$ cat src/rtl/bsg_dfi_cmd_fifo_bridge_if.sv
// DFI command/data bus plus host-side command, write-beat and read-beat streams for the DFI FIFO bridge.
// The slave modport is the bridge; the master modport is the controller/host side driving it.
interface bsg_dfi_cmd_fifo_bridge_if #(
  parameter int bank_width_p     = 3,
  parameter int row_width_p      = 16,
  parameter int col_width_p      = 10,
  parameter int dfi_data_width_p = 32
);
  localparam int num_banks_lp = 1 << bank_width_p;
  localparam int cmd_width_lp = 1 + bank_width_p + row_width_p + col_width_p;
  localparam int mask_width_lp = dfi_data_width_p >> 3;

  logic [bank_width_p-1:0]     dfi_bank_i;
  logic [15:0]                 dfi_address_i;
  logic                        dfi_cs_n_i;
  logic                        dfi_ras_n_i;
  logic                        dfi_cas_n_i;
  logic                        dfi_we_n_i;
  logic                        dfi_wrdata_en_i;
  logic [dfi_data_width_p-1:0] dfi_wrdata_i;
  logic [mask_width_lp-1:0]    dfi_wrdata_mask_i;
  logic                        dfi_rddata_en_i;
  logic [dfi_data_width_p-1:0] dfi_rddata_o;
  logic                        dfi_rddata_valid_o;

  logic                        cmd_v_o;
  logic [cmd_width_lp-1:0]     cmd_data_o;
  logic                        cmd_ready_i;

  logic                        wr_v_o;
  logic [dfi_data_width_p-1:0] wr_data_o;
  logic [mask_width_lp-1:0]    wr_mask_o;
  logic                        wr_ready_i;

  logic                        rd_v_i;
  logic [dfi_data_width_p-1:0] rd_data_i;
  logic                        rd_yumi_o;

  logic [num_banks_lp-1:0]     open_banks_o;
  logic                        error_o;

  modport slave (
    input  dfi_bank_i, dfi_address_i, dfi_cs_n_i, dfi_ras_n_i, dfi_cas_n_i, dfi_we_n_i,
    input  dfi_wrdata_en_i, dfi_wrdata_i, dfi_wrdata_mask_i, dfi_rddata_en_i,
    output dfi_rddata_o, dfi_rddata_valid_o,
    output cmd_v_o, cmd_data_o, input cmd_ready_i,
    output wr_v_o, wr_data_o, wr_mask_o, input wr_ready_i,
    input  rd_v_i, rd_data_i, output rd_yumi_o,
    output open_banks_o, error_o
  );

  modport master (
    output dfi_bank_i, dfi_address_i, dfi_cs_n_i, dfi_ras_n_i, dfi_cas_n_i, dfi_we_n_i,
    output dfi_wrdata_en_i, dfi_wrdata_i, dfi_wrdata_mask_i, dfi_rddata_en_i,
    input  dfi_rddata_o, dfi_rddata_valid_o,
    input  cmd_v_o, cmd_data_o, output cmd_ready_i,
    input  wr_v_o, wr_data_o, wr_mask_o, output wr_ready_i,
    output rd_v_i, rd_data_i, input rd_yumi_o,
    input  open_banks_o, error_o
  );
endinterface

$ cat src/rtl/bsg_dfi_cmd_fifo_bridge.sv
// DFI-to-FIFO bridge: tracks open rows per bank, queues full-address RD/WR packets (1-cycle latency), drops on full FIFO or stalled write beat and flags sticky error_o.
// Define BSG_DFI_CMD_BRIDGE_ROW_CHECK_EN to add closed-bank RD/WR and double-ACT protocol checks.
module bsg_dfi_cmd_fifo_bridge #(
  parameter int bank_width_p     = 3,
  parameter int row_width_p      = 16,
  parameter int col_width_p      = 10,
  parameter int dfi_data_width_p = 32,
  parameter int cmd_els_p        = 4
) (
  input  logic clk_i,
  input  logic reset_i,
  bsg_dfi_cmd_fifo_bridge_if.slave bus
);
  localparam int num_banks_lp  = 1 << bank_width_p;
  localparam int cmd_width_lp  = 1 + bank_width_p + row_width_p + col_width_p;
  localparam int mask_width_lp = dfi_data_width_p >> 3;
  localparam int ptr_width_lp  = $clog2(cmd_els_p);
  localparam logic [dfi_data_width_p-1:0] dead_data_lp = {(dfi_data_width_p/32){32'hDEADBEEF}};

  logic                    cmd_sel;
  logic [2:0]              rcw;
  logic                    is_act, is_rd, is_wr, is_pre, is_rw, a10;
  logic [bank_width_p-1:0] bank;
  logic [row_width_p-1:0]  pkt_row;
  logic [cmd_width_lp-1:0] enq_pkt;
  logic                    proto_err;

  logic [row_width_p-1:0]  open_row_r [num_banks_lp];
  logic [num_banks_lp-1:0] open_banks_r;

  assign cmd_sel = ~bus.dfi_cs_n_i;
  assign rcw     = {bus.dfi_ras_n_i, bus.dfi_cas_n_i, bus.dfi_we_n_i};
  assign is_act  = cmd_sel & (rcw == 3'b011);
  assign is_rd   = cmd_sel & (rcw == 3'b101);
  assign is_wr   = cmd_sel & (rcw == 3'b100);
  assign is_pre  = cmd_sel & (rcw == 3'b010);
  assign is_rw   = is_rd | is_wr;
  assign a10     = bus.dfi_address_i[10];
  assign bank    = bus.dfi_bank_i;

`ifdef BSG_DFI_CMD_BRIDGE_ROW_CHECK_EN
  assign pkt_row   = open_banks_r[bank] ? open_row_r[bank] : '0;
  assign proto_err = (is_act & open_banks_r[bank]) | (is_rw & ~open_banks_r[bank]);
`else
  assign pkt_row   = open_row_r[bank];
  assign proto_err = 1'b0;
`endif

  assign enq_pkt = {is_wr, bank, pkt_row, bus.dfi_address_i[col_width_p-1:0]};

  // Extra MSB on each pointer separates full from empty when the low bits match.
  logic [ptr_width_lp:0]   wptr_r, rptr_r;
  logic [cmd_width_lp-1:0] mem_r [cmd_els_p];
  logic                    fifo_empty, fifo_full, deq, enq_ok, overflow;

  assign fifo_empty = (wptr_r == rptr_r);
  assign fifo_full  = (wptr_r[ptr_width_lp] != rptr_r[ptr_width_lp])
                    && (wptr_r[ptr_width_lp-1:0] == rptr_r[ptr_width_lp-1:0]);
  assign deq        = ~fifo_empty & bus.cmd_ready_i;
  assign enq_ok     = is_rw & (~fifo_full | deq);
  assign overflow   = is_rw & fifo_full & ~deq;

  always_ff @(posedge clk_i) begin
    if (enq_ok) mem_r[wptr_r[ptr_width_lp-1:0]] <= enq_pkt;
  end

  always_ff @(posedge clk_i or posedge reset_i) begin
    if (reset_i) begin
      wptr_r <= '0;
      rptr_r <= '0;
    end else begin
      if (enq_ok) wptr_r <= wptr_r + 1'b1;
      if (deq)    rptr_r <= rptr_r + 1'b1;
    end
  end

  assign bus.cmd_v_o    = ~fifo_empty;
  assign bus.cmd_data_o = mem_r[rptr_r[ptr_width_lp-1:0]];

  // Auto-precharge closes the bank in the same cycle its RD/WR is queued.
  always_ff @(posedge clk_i or posedge reset_i) begin
    if (reset_i) begin
      open_banks_r <= '0;
      for (int b = 0; b < num_banks_lp; b++) open_row_r[b] <= '0;
    end else begin
      for (int b = 0; b < num_banks_lp; b++) begin
        if (is_act && bank == bank_width_p'(b)) begin
          open_banks_r[b] <= 1'b1;
          open_row_r[b]   <= bus.dfi_address_i[row_width_p-1:0];
        end else if ((is_pre && (a10 || bank == bank_width_p'(b)))
                     || (is_rw && a10 && bank == bank_width_p'(b))) begin
          open_banks_r[b] <= 1'b0;
        end
      end
    end
  end

  assign bus.open_banks_o = open_banks_r;

  logic                        wr_v_r;
  logic [dfi_data_width_p-1:0] wr_data_r;
  logic [mask_width_lp-1:0]    wr_mask_r;
  logic                        rd_valid_r;
  logic [dfi_data_width_p-1:0] rd_data_r;
  logic                        error_r;
  logic                        wr_lost, rd_miss;

  assign wr_lost = wr_v_r & ~bus.wr_ready_i;
  assign rd_miss = bus.dfi_rddata_en_i & ~bus.rd_v_i;

  always_ff @(posedge clk_i or posedge reset_i) begin
    if (reset_i) begin
      wr_v_r     <= 1'b0;
      wr_data_r  <= '0;
      wr_mask_r  <= '0;
      rd_valid_r <= 1'b0;
      rd_data_r  <= '0;
      error_r    <= 1'b0;
    end else begin
      wr_v_r     <= bus.dfi_wrdata_en_i;
      wr_data_r  <= bus.dfi_wrdata_i;
      wr_mask_r  <= bus.dfi_wrdata_mask_i;
      rd_valid_r <= bus.dfi_rddata_en_i;
      if (bus.dfi_rddata_en_i) rd_data_r <= bus.rd_v_i ? bus.rd_data_i : dead_data_lp;
      if (overflow | wr_lost | rd_miss | proto_err) error_r <= 1'b1;
    end
  end

  assign bus.wr_v_o             = wr_v_r;
  assign bus.wr_data_o          = wr_data_r;
  assign bus.wr_mask_o          = wr_mask_r;
  assign bus.dfi_rddata_valid_o = rd_valid_r;
  assign bus.dfi_rddata_o       = rd_data_r;
  assign bus.rd_yumi_o          = bus.dfi_rddata_en_i & bus.rd_v_i;
  assign bus.error_o            = error_r;
endmodule

$ cat src/flat_wrapper.sv
// flat-port wrapper written by rule: the top's interface ports become plain ports
module bsg_dfi_cmd_fifo_bridge_flat 
#(
  parameter int bank_width_p     = 3,
  parameter int row_width_p      = 16,
  parameter int col_width_p      = 10,
  parameter int dfi_data_width_p = 32,
  parameter int cmd_els_p        = 4
)
  (clk_i, reset_i, bus_dfi_bank_i, bus_dfi_address_i, bus_dfi_cs_n_i, bus_dfi_ras_n_i, bus_dfi_cas_n_i, bus_dfi_we_n_i, bus_dfi_wrdata_en_i, bus_dfi_wrdata_i, bus_dfi_wrdata_mask_i, bus_dfi_rddata_en_i, bus_dfi_rddata_o, bus_dfi_rddata_valid_o, bus_cmd_v_o, bus_cmd_data_o, bus_cmd_ready_i, bus_wr_v_o, bus_wr_data_o, bus_wr_mask_o, bus_wr_ready_i, bus_rd_v_i, bus_rd_data_i, bus_rd_yumi_o, bus_open_banks_o, bus_error_o);
  bsg_dfi_cmd_fifo_bridge_if #(.bank_width_p(bank_width_p), .row_width_p(row_width_p), .col_width_p(col_width_p), .dfi_data_width_p(dfi_data_width_p)) bus_i ();
  input  logic clk_i;
  input  logic reset_i;
  input wire logic [$bits(bus_i.dfi_bank_i)-1:0] bus_dfi_bank_i;
  input wire logic [$bits(bus_i.dfi_address_i)-1:0] bus_dfi_address_i;
  input wire logic [$bits(bus_i.dfi_cs_n_i)-1:0] bus_dfi_cs_n_i;
  input wire logic [$bits(bus_i.dfi_ras_n_i)-1:0] bus_dfi_ras_n_i;
  input wire logic [$bits(bus_i.dfi_cas_n_i)-1:0] bus_dfi_cas_n_i;
  input wire logic [$bits(bus_i.dfi_we_n_i)-1:0] bus_dfi_we_n_i;
  input wire logic [$bits(bus_i.dfi_wrdata_en_i)-1:0] bus_dfi_wrdata_en_i;
  input wire logic [$bits(bus_i.dfi_wrdata_i)-1:0] bus_dfi_wrdata_i;
  input wire logic [$bits(bus_i.dfi_wrdata_mask_i)-1:0] bus_dfi_wrdata_mask_i;
  input wire logic [$bits(bus_i.dfi_rddata_en_i)-1:0] bus_dfi_rddata_en_i;
  output wire logic [$bits(bus_i.dfi_rddata_o)-1:0] bus_dfi_rddata_o;
  output wire logic [$bits(bus_i.dfi_rddata_valid_o)-1:0] bus_dfi_rddata_valid_o;
  output wire logic [$bits(bus_i.cmd_v_o)-1:0] bus_cmd_v_o;
  output wire logic [$bits(bus_i.cmd_data_o)-1:0] bus_cmd_data_o;
  input wire logic [$bits(bus_i.cmd_ready_i)-1:0] bus_cmd_ready_i;
  output wire logic [$bits(bus_i.wr_v_o)-1:0] bus_wr_v_o;
  output wire logic [$bits(bus_i.wr_data_o)-1:0] bus_wr_data_o;
  output wire logic [$bits(bus_i.wr_mask_o)-1:0] bus_wr_mask_o;
  input wire logic [$bits(bus_i.wr_ready_i)-1:0] bus_wr_ready_i;
  input wire logic [$bits(bus_i.rd_v_i)-1:0] bus_rd_v_i;
  input wire logic [$bits(bus_i.rd_data_i)-1:0] bus_rd_data_i;
  output wire logic [$bits(bus_i.rd_yumi_o)-1:0] bus_rd_yumi_o;
  output wire logic [$bits(bus_i.open_banks_o)-1:0] bus_open_banks_o;
  output wire logic [$bits(bus_i.error_o)-1:0] bus_error_o;
  assign bus_i.dfi_bank_i = bus_dfi_bank_i;
  assign bus_i.dfi_address_i = bus_dfi_address_i;
  assign bus_i.dfi_cs_n_i = bus_dfi_cs_n_i;
  assign bus_i.dfi_ras_n_i = bus_dfi_ras_n_i;
  assign bus_i.dfi_cas_n_i = bus_dfi_cas_n_i;
  assign bus_i.dfi_we_n_i = bus_dfi_we_n_i;
  assign bus_i.dfi_wrdata_en_i = bus_dfi_wrdata_en_i;
  assign bus_i.dfi_wrdata_i = bus_dfi_wrdata_i;
  assign bus_i.dfi_wrdata_mask_i = bus_dfi_wrdata_mask_i;
  assign bus_i.dfi_rddata_en_i = bus_dfi_rddata_en_i;
  assign bus_dfi_rddata_o = bus_i.dfi_rddata_o;
  assign bus_dfi_rddata_valid_o = bus_i.dfi_rddata_valid_o;
  assign bus_cmd_v_o = bus_i.cmd_v_o;
  assign bus_cmd_data_o = bus_i.cmd_data_o;
  assign bus_i.cmd_ready_i = bus_cmd_ready_i;
  assign bus_wr_v_o = bus_i.wr_v_o;
  assign bus_wr_data_o = bus_i.wr_data_o;
  assign bus_wr_mask_o = bus_i.wr_mask_o;
  assign bus_i.wr_ready_i = bus_wr_ready_i;
  assign bus_i.rd_v_i = bus_rd_v_i;
  assign bus_i.rd_data_i = bus_rd_data_i;
  assign bus_rd_yumi_o = bus_i.rd_yumi_o;
  assign bus_open_banks_o = bus_i.open_banks_o;
  assign bus_error_o = bus_i.error_o;
  bsg_dfi_cmd_fifo_bridge #(.bank_width_p(bank_width_p), .row_width_p(row_width_p), .col_width_p(col_width_p), .dfi_data_width_p(dfi_data_width_p), .cmd_els_p(cmd_els_p)) u_core (.clk_i(clk_i), .reset_i(reset_i), .bus(bus_i));
endmodule
$ cat config.mk
export PLATFORM = sky130hd
export DESIGN_NAME = bsg_dfi_cmd_fifo_bridge_flat
export DESIGN_NICKNAME = d
export VERILOG_FILES = /design/src/rtl/bsg_dfi_cmd_fifo_bridge_if.sv /design/src/rtl/bsg_dfi_cmd_fifo_bridge.sv /design/src/flat_wrapper.sv
export SDC_FILE = /design/constraint.sdc
export NUM_CORES = 1
export LEC_CHECK = 0
export CORE_MARGIN = 2
export CORE_UTILIZATION = 55
export CTS_BUF_LIST = sky130_fd_sc_hd__clkbuf_8
export CTS_CLUSTER_SIZE = 20
export DETAILED_ROUTE_END_ITERATION = 10
export GPL_TIMING_DRIVEN = 0
export MAX_ROUTING_LAYER = met4
export PLACE_DENSITY = 0.91
export SYNTH_ARGS = -nofsm -noshare
export SYNTH_HDL_FRONTEND = slang
export SYNTH_SLANG_ARGS = --single-unit
$ cat constraint.sdc
create_clock -name clk_i -period 11.3 [get_ports clk_i]
set_input_delay 3.39 -clock clk_i [delete_from_list [all_inputs] [get_ports clk_i]]
set_output_delay 3.39 -clock clk_i [all_outputs]
set_load 0.05 [all_outputs]
==> metrics.md, run 1 <==
| Metric | Value |
|---|---|
| Status | `finished clean` |
| Crit path max fanout | `10` |
| Resize count post-CTS | `0` |
| Period Utilization, post-route | `80.41%` |
| Clock slew at reported path FFs | `0.06 ns` |
| Setup TNS | `0 ns` |
| Nets@finish | `1167` |
| Clk Latency, worst-skew pair | `0.62 ns` |
| Wire length on met2 | `16570 um` |
| CP arrival | `5.70 ns` |
| Share of the synthesized area in the top cell type | `39.90%` |
| WL/cell | `22.35 um` |
| Top Metal Used | `met4` |
| Flops & latches, synth | `333` |
| Worst IR drop on VDD | `0.1357 mV` |
| Slew Limit Fails | `0` |
| Register area share after synthesis | `66.87%` |
| Antenna violation net count after detailed routing | `0` |
| Synth area leader | `dfrtp_1` |
| Final number of setup-violating endpoints | `0` |
| Die H | `159.9 um` |
| Via-to-Cell Ratio | `5.781` |
| RSZ-0062 raised after global routing | `false` |
| Synth Net Count | `904` |
| Row cnt | `57` |
| Max-Cap Viols | `0` |
| Post-CTS Setup Inserts | `0` |
| Synthesis Warnings | `0` |
| Die area | `25550 um2` |
| GP Congestion | `0.8025` |
| DR iter-0 viols | `707` |
| CTS Buffer Depth | `3` |
| HP Class | `reg -> reg` |
| Post-DP Area | `15900 um2` |
| Hold buffer count at CTS | `0` |
| Vias | `8261` |
| M1 WL | `11820 um` |
| Layout cells sized above 1 | `27.69%` |
| Final instance area | `16910 um2` |
| CTS tree | `built` |
| HPWL after detailed placement | `20100 um` |
| H-tree depth | `2` |
| Worst-Margin Slew | `0.9328 ns` |
| Overflow after GRT | `0` |
| Power per cell area | `201.9 nW/um2` |
| Post-synth EDFFs | `120` |
| Tot GR Track Use | `26.16%` |
| Drt drc | `0` |
| Mapped Avg Cell Area | `16.68 um2` |
| Die width | `159.9 um` |
| CP Launch Type | `primary input` |
| Initial Util | `55.42%` |
| Critical Path End Type | `primary output` |
| Worst Setup Path Type | `in -> out` |
| Initial antenna violation count | `0` |
| Crit path required time | `7.91 ns` |
| Maximum operating frequency | `110.1 MHz` |
| Slew headroom | `37.48%` |
| I/O pin count | `209` |
| Synth Flop Type | `dfrtp_1` |
| I/O Buffers | `207` |
| Vias in the first global route | `8925` |
| Cell area after synthesis | `13360 um2` |
| Synth unique cells | `48` |
| Largest net degree at the start of global routing | `119` |
| CTS Sinks | `333` |
| Mapped Cells | `801` |
| Final hold vios | `0` |
| First-pass GRT wire length | `49840 um` |
| Met3 wire length | `2664 um` |
| Diodes inserted | `0` |
| Post-Route WL | `31950 um` |
| Root Buffer | `clkbuf_8` |
| First-pass detailed-route iteration total | `5` |
| Tmin final | `9.086 ns` |
| Worst Clk Skew | `0.06207 ns` |
| Lkg Pwr | `7.085 nW` |
| Synth top area cells | `dfrtp_1, edfxtp_1, mux4_2` |
| Core Area | `24110 um2` |
| Asr flop ratio synth | `63.96%` |
| Total CTS buffers | `51` |
| P&R area growth vs syn | `26.56%` |
[worst max-delay path, cell delays in order]
cell	delay [ns]
clkdlybuf4s50_1	0.54
clkbuf_1	0.35
clkbuf_1	0.41
and2_1	0.20
clkdlybuf4s50_1	0.80
[cell type report]
| type | instances | area (um2) |
|---|---|---|
| Buffer | 46 | 256.5 |
| Clock buffer | 57 | 784.5 |
| Clock inverter | 37 | 220.2 |
| Fill cell | 1513 | 7198 |
| Inverter | 42 | 165.2 |
| Multi-Input combinational cell | 380 | 4020 |
| Sequential cell | 333 | 8934 |
| Tap cell | 324 | 405.4 |
| Timing Repair Buffer | 210 | 2122 |
[path summary, 6_finish.rpt]
| path | depth (start not counted) | startpoint | slack (ns) | end |
|---|---|---|---|---|
| max | 5 | bus_dfi_rddata_en_i | 2.21 | bus_rd_yumi_o |
| min | 1 | u_core.bus.error_o | 0.47 | u_core.bus.error_o |
| max reg2reg | 5 | u_core.rptr_r[1] | 8.81 | u_core.mem_r[3][9] |
| min reg2reg | 1 | u_core.bus.error_o | 0.47 | u_core.bus.error_o |
| max in group asynchronous | 3 | reset_i | 6.97 | u_core.open_row_r[35] |
| min in group asynchronous | 2 | reset_i | 3.33 | u_core.open_row_r[50] |
[registers in the layout, summed over array words and instances, names as in the netlist, 3 cells and up]
name                     count
u_core.wptr_r                3
u_core.bus.open_banks_o      8
u_core.open_row_r          128
u_core.bus.wr_data_o        32
u_core.bus.wr_mask_o         4
u_core.mem_r               120
u_core.rptr_r                3
u_core.bus.dfi_rddata_o     32
[cell usage after synthesis, drive strengths merged, types with 4 or more instances]
master / count
a31o: 7
a31oi: 25
and2: 4
buf: 25
clkbuf: 21
dfrtp: 213
edfxtp: 120
ha: 5
inv: 42
mux2: 129
mux4: 62
nand2: 53
nand3: 12
nor2: 26
nor3: 4
o211ai: 4
o21ai: 13
xnor2: 5
[report_power, final]
part	internal, mW	switching (mW)	total, mW
combinational	0.390	0.587	0.977
sequential	1.38	0.0645	1.45
clock	0.512	0.478	0.990
[per-stage QoR]
stage          util, %  std cells  hold slack [ns]  setup slack, ns  total power, mW
2_1_floorplan        -        801           0.4533            2.087            2.117
3_3_place_gp     65.70       1332           0.4562          -0.4331            2.392
3_5_place_dp     65.97       1335           0.4557            2.257            2.436
4_1_cts          70.14       1429           0.4741            2.218            3.431
5_1_grt          70.14       1429           0.4870            2.112            3.538
6_report         70.14       1429           0.4695            2.214            3.413
[cells in the final DEF, fill, tap and decap left out, types with 5 or more instances in the layout]
| cell | synthesis | layout |
|---|---|---|
| clkbuf_1 | 21 | 21 |
| nand2_1 | 53 | 53 |
| nand3_1 | 10 | 10 |
| clkdlybuf4s50_1 | 0 | 207 |
| xnor2_1 | 5 | 5 |
| edfxtp_1 | 120 | 120 |
| o21ai_0 | 13 | 13 |
| nor2_1 | 26 | 26 |
| a31oi_1 | 25 | 25 |
| clkinv_1 | 0 | 9 |
| dfrtp_1 | 213 | 213 |
| mux2_4 | 10 | 10 |
| ha_1 | 5 | 5 |
| inv_1 | 42 | 56 |
| mux2_2 | 117 | 117 |
| clkbuf_8 | 0 | 57 |
| mux4_2 | 62 | 62 |
| buf_2 | 12 | 12 |
| buf_6 | 6 | 8 |
| clkinv_2 | 0 | 8 |
| a31o_2 | 7 | 7 |
[metal layers]
metal | track usage, % | up-vias
met1 | 32.91 | 4207
met5 | - | -
li1 | - | 3503
met2 | 43.27 | 481
met4 | 10.11 | 0
met3 | 4.234 | 70
[cell families (layout without fill, tap and decap cells)]
group                    Yosys count  in the layout  synth area share (%)
multiplexers                     191            191                 21.61
flip-flops                       333            333                 66.87
buffers and inverters             88            392                 3.100
adder cells (fa/ha/maj)            5              5                0.4683
AND/OR/NAND/NOR                  117            117                 4.449
XOR/XNOR                           7              7                0.4589
AO/OA/AOI/OAI                     60             60                 3.044
Note: power is estimated with default switching activity, not from simulation.
==> inputs of run 2 (changes only) <==
==> constraint.sdc (replaced) <==
create_clock -name clk_i -period 9.05 [get_ports clk_i]
set_input_delay 2.715 -clock clk_i [delete_from_list [all_inputs] [get_ports clk_i]]
set_output_delay 2.715 -clock clk_i [all_outputs]
set_load 0.05 [all_outputs]
==> results of run 2 <==
The final DEF is identical to that of run 1. Status: finished clean.
Main changes from that run: setup slack after placement 2.257 ns -> 1.357 ns; setup slack after layout 2.214 ns -> 1.314 ns; register-to-register setup slack 8.81 ns -> 6.56 ns; total power 3.413 mW -> 4.262 mW; worst IR drop on VDD 0.1357 mV -> 0.1695 mV
==> inputs of run 3 (changes only) <==
--- a/config.mk
+++ b/config.mk
@@ -5,7 +5,7 @@
 export SDC_FILE = /design/constraint.sdc
 export NUM_CORES = 1
 export LEC_CHECK = 0
-export CORE_MARGIN = 2
+export CORE_MARGIN = 3
 export CORE_UTILIZATION = 55
 export CTS_BUF_LIST = sky130_fd_sc_hd__clkbuf_8
 export CTS_CLUSTER_SIZE = 20
==> metrics.md, run 3 (synthesis results as in run 1) <==
| Metric | Value |
|---|---|
| Max reg flops | `128 (unchanged)` |
| Clk Latency, worst-skew pair | `0.62 ns (about the same)` |
| Critical path destination | `bus_rd_yumi_o` |
| Slew headroom | `41.45% (+4.0 points)` |
| Post-layout util | `71.71% (+1.6 points)` |
| Critical Path Start | `bus_dfi_rddata_en_i` |
| P_int | `2.891 mW` |
| Post-Route WL | `32290 um (+1.1%)` |
| Crit path required time | `6.34 ns` |
| Overflow after GRT | `0 (unchanged)` |
| Vias in the first global route | `8969 (+0.49%)` |
| CP Launch Type | `primary input` |
| Largest Register | `u_core.open_row_r` |
| Nets@finish | `1171 (+0.34%)` |
| Layout cells sized above 1 | `27.84% (+0.15 points)` |
| Worst IR drop on VDD | `0.1840 mV` |
| Largest net degree at the start of global routing | `131 (+10%)` |
| FF-to-FF Start | `u_core.rptr_r[0]` |
| WL/cell | `22.60 um (+1.1%)` |
| RSZ-0062 raised after global routing | `false` |
| DR iter-0 viols | `742 (+5.0%)` |
| Clock power frac | `29.5% (+0.5 points)` |
| I/O Buffers | `207 (unchanged)` |
| Worst-Margin Slew | `0.8759 ns (-0.05686 ns)` |
| Drt drc | `0 (unchanged)` |
| Hold buffer count at CTS | `0 (unchanged)` |
| Worst Setup Path Type | `in -> out` |
| Slew Limit Fails | `0 (unchanged)` |
| P&R area growth vs syn | `27.13%` |
| Row cnt | `56 (-1.8%)` |
| First-pass detailed-route iteration total | `5 (unchanged)` |
| Maximum operating frequency | `129.7 MHz` |
| Tot GR Track Use | `25.94% (-0.23 points)` |
| Max-Cap Viols | `0 (unchanged)` |
| Period Utilization, post-route | `85.19%` |
| Sw Share | `32.72%` |
| Worst Clk Skew | `0.05737 ns (-0.004698 ns)` |
| Final hold vios | `0 (unchanged)` |
| Setup WS pre-CTS | `1.339 ns` |
| Vias | `8232 (-0.35%)` |
| Die area | `26200 um2 (+2.5%)` |
| Root Buffer | `clkbuf_8` |
| Die H | `161.9 um (+1.3%)` |
| Final instance area | `16980 um2 (+0.45%)` |
| Clock slew at reported path FFs | `0.05 ns (about the same)` |
| Via-to-Cell Ratio | `5.761 (-0.35%)` |
| HP Class | `reg -> reg` |
| Total CTS buffers | `54 (+5.9%)` |
| Comb power frac | `28.4% (-0.2 points)` |
| Resize count post-CTS | `0 (unchanged)` |
| Fin worst setup slack | `1.340 ns` |
| P_sw | `1.406 mW` |
| Pwr Total | `4.297 mW` |
| Tmin final | `7.710 ns` |
| Diodes inserted | `0 (unchanged)` |
| Die width | `161.9 um (+1.3%)` |
| Final number of setup-violating endpoints | `0 (unchanged)` |
| CP arrival | `5.00 ns` |
| FF-to-FF setup slack | `6.57 ns` |
| Antenna violation net count after detailed routing | `0 (unchanged)` |
| GP Congestion | `0.8251 (+2.8%)` |
| Post-DP Area | `15910 um2 (about the same)` |
| Critical Path End Type | `primary output` |
| Reg2Reg Capture Point | `u_core.mem_r[2][21]` |
| Post-CTS Setup Inserts | `0 (unchanged)` |
| Setup TNS | `0 ns (unchanged)` |
| Lkg Pwr | `7.131 nW (+0.65%)` |
| Initial Util | `56.41% (+0.99 points)` |
| H-tree depth | `2 (unchanged)` |
| CTS Buffer Depth | `3 (unchanged)` |
| First-pass GRT wire length | `50580 um (+1.5%)` |
| I/O pin count | `209 (unchanged)` |
| Status | `finished clean` |
| CTS Sinks | `333 (unchanged)` |
| Most common cell after layout, fill and taps aside | `dfrtp_1` |
| Worst Reg2Reg Path Length in Cells | `4 (-1)` |
| HPWL after detailed placement | `21020 um (+4.6%)` |
| Core Area | `23680 um2 (-1.8%)` |
| CTS tree | `built` |
| Share of power burned in registers | `42.1% (-0.3 points)` |
| Power per cell area | `253.0 nW/um2` |
| Most frequent cells in the layout | `dfrtp_1, clkdlybuf4s50_1, edfxtp_1` |
| Initial antenna violation count | `0 (unchanged)` |
| Crit path max fanout | `10 (unchanged)` |
==> run 3: metal layers <==
| layer | global-route usage (%) | share of wire, % | vias up |
|---|---|---|---|
| li1 | - | - | 3523 |
| met1 | 32.04 | 37 | 4190 |
| met2 | 42.01 | 51 | 426 |
| met3 | 5.560 | 7.7 | 93 |
| met4 | 11.17 | 4.1 | 0 |
| met5 | - | 0 | - |
==> run 3: cell type report <==
class / count / area, um2
tap: 319 / 399.1
clock inverter: 37 / 236.5
fill: 1477 / 6699
buffer: 46 / 256.5
sequential: 333 / 8934
inverter: 42 / 165.2
clock buffer: 61 / 839.6
multi-input combinational: 380 / 4020
timing repair buffer: 211 / 2133
==> run 3: worst min-delay path by stage <==
| stage | from | to | slack [ns] | cells after the start |
|---|---|---|---|---|
| floorplan | u_core.open_row_r[112] | u_core.open_row_r[112] | 0.45 | 1 |
| global placement | u_core.bus.error_o | u_core.bus.error_o | 0.45 | 1 |
| detailed placement | u_core.bus.error_o | u_core.bus.error_o | 0.45 | 1 |
| CTS | u_core.bus.error_o | u_core.bus.error_o | 0.47 | 1 |
| global route | u_core.bus.error_o | u_core.bus.error_o | 0.49 | 1 |
| finish | u_core.bus.error_o | u_core.bus.error_o | 0.47 | 1 |
==> run 3: stage by stage <==
stage               hold slack (ns)  std cells
floorplan                    0.4533        801
global placement             0.4513       1327
detailed placement           0.4541       1331
CTS                          0.4708       1429
global route                 0.4871       1429
finish                       0.4660       1429
==> run 3: power by group through the flow <==
stage	Sequential [mW]	Clock, mW	Combinational, mW
floorplan	1.89	0	0.751
CTS	1.81	1.28	1.23
global route	1.82	1.36	1.29
finish	1.81	1.27	1.22
global placement	1.82	0	1.17
detailed placement	1.83	0	1.22
==> run 3: worst max-delay path, cell delays in order <==
cell,delay (ns)
clkdlybuf4s50_1,0.53
clkbuf_1,0.38
clkbuf_1,0.39
and2_1,0.18
clkdlybuf4s50_1,0.80
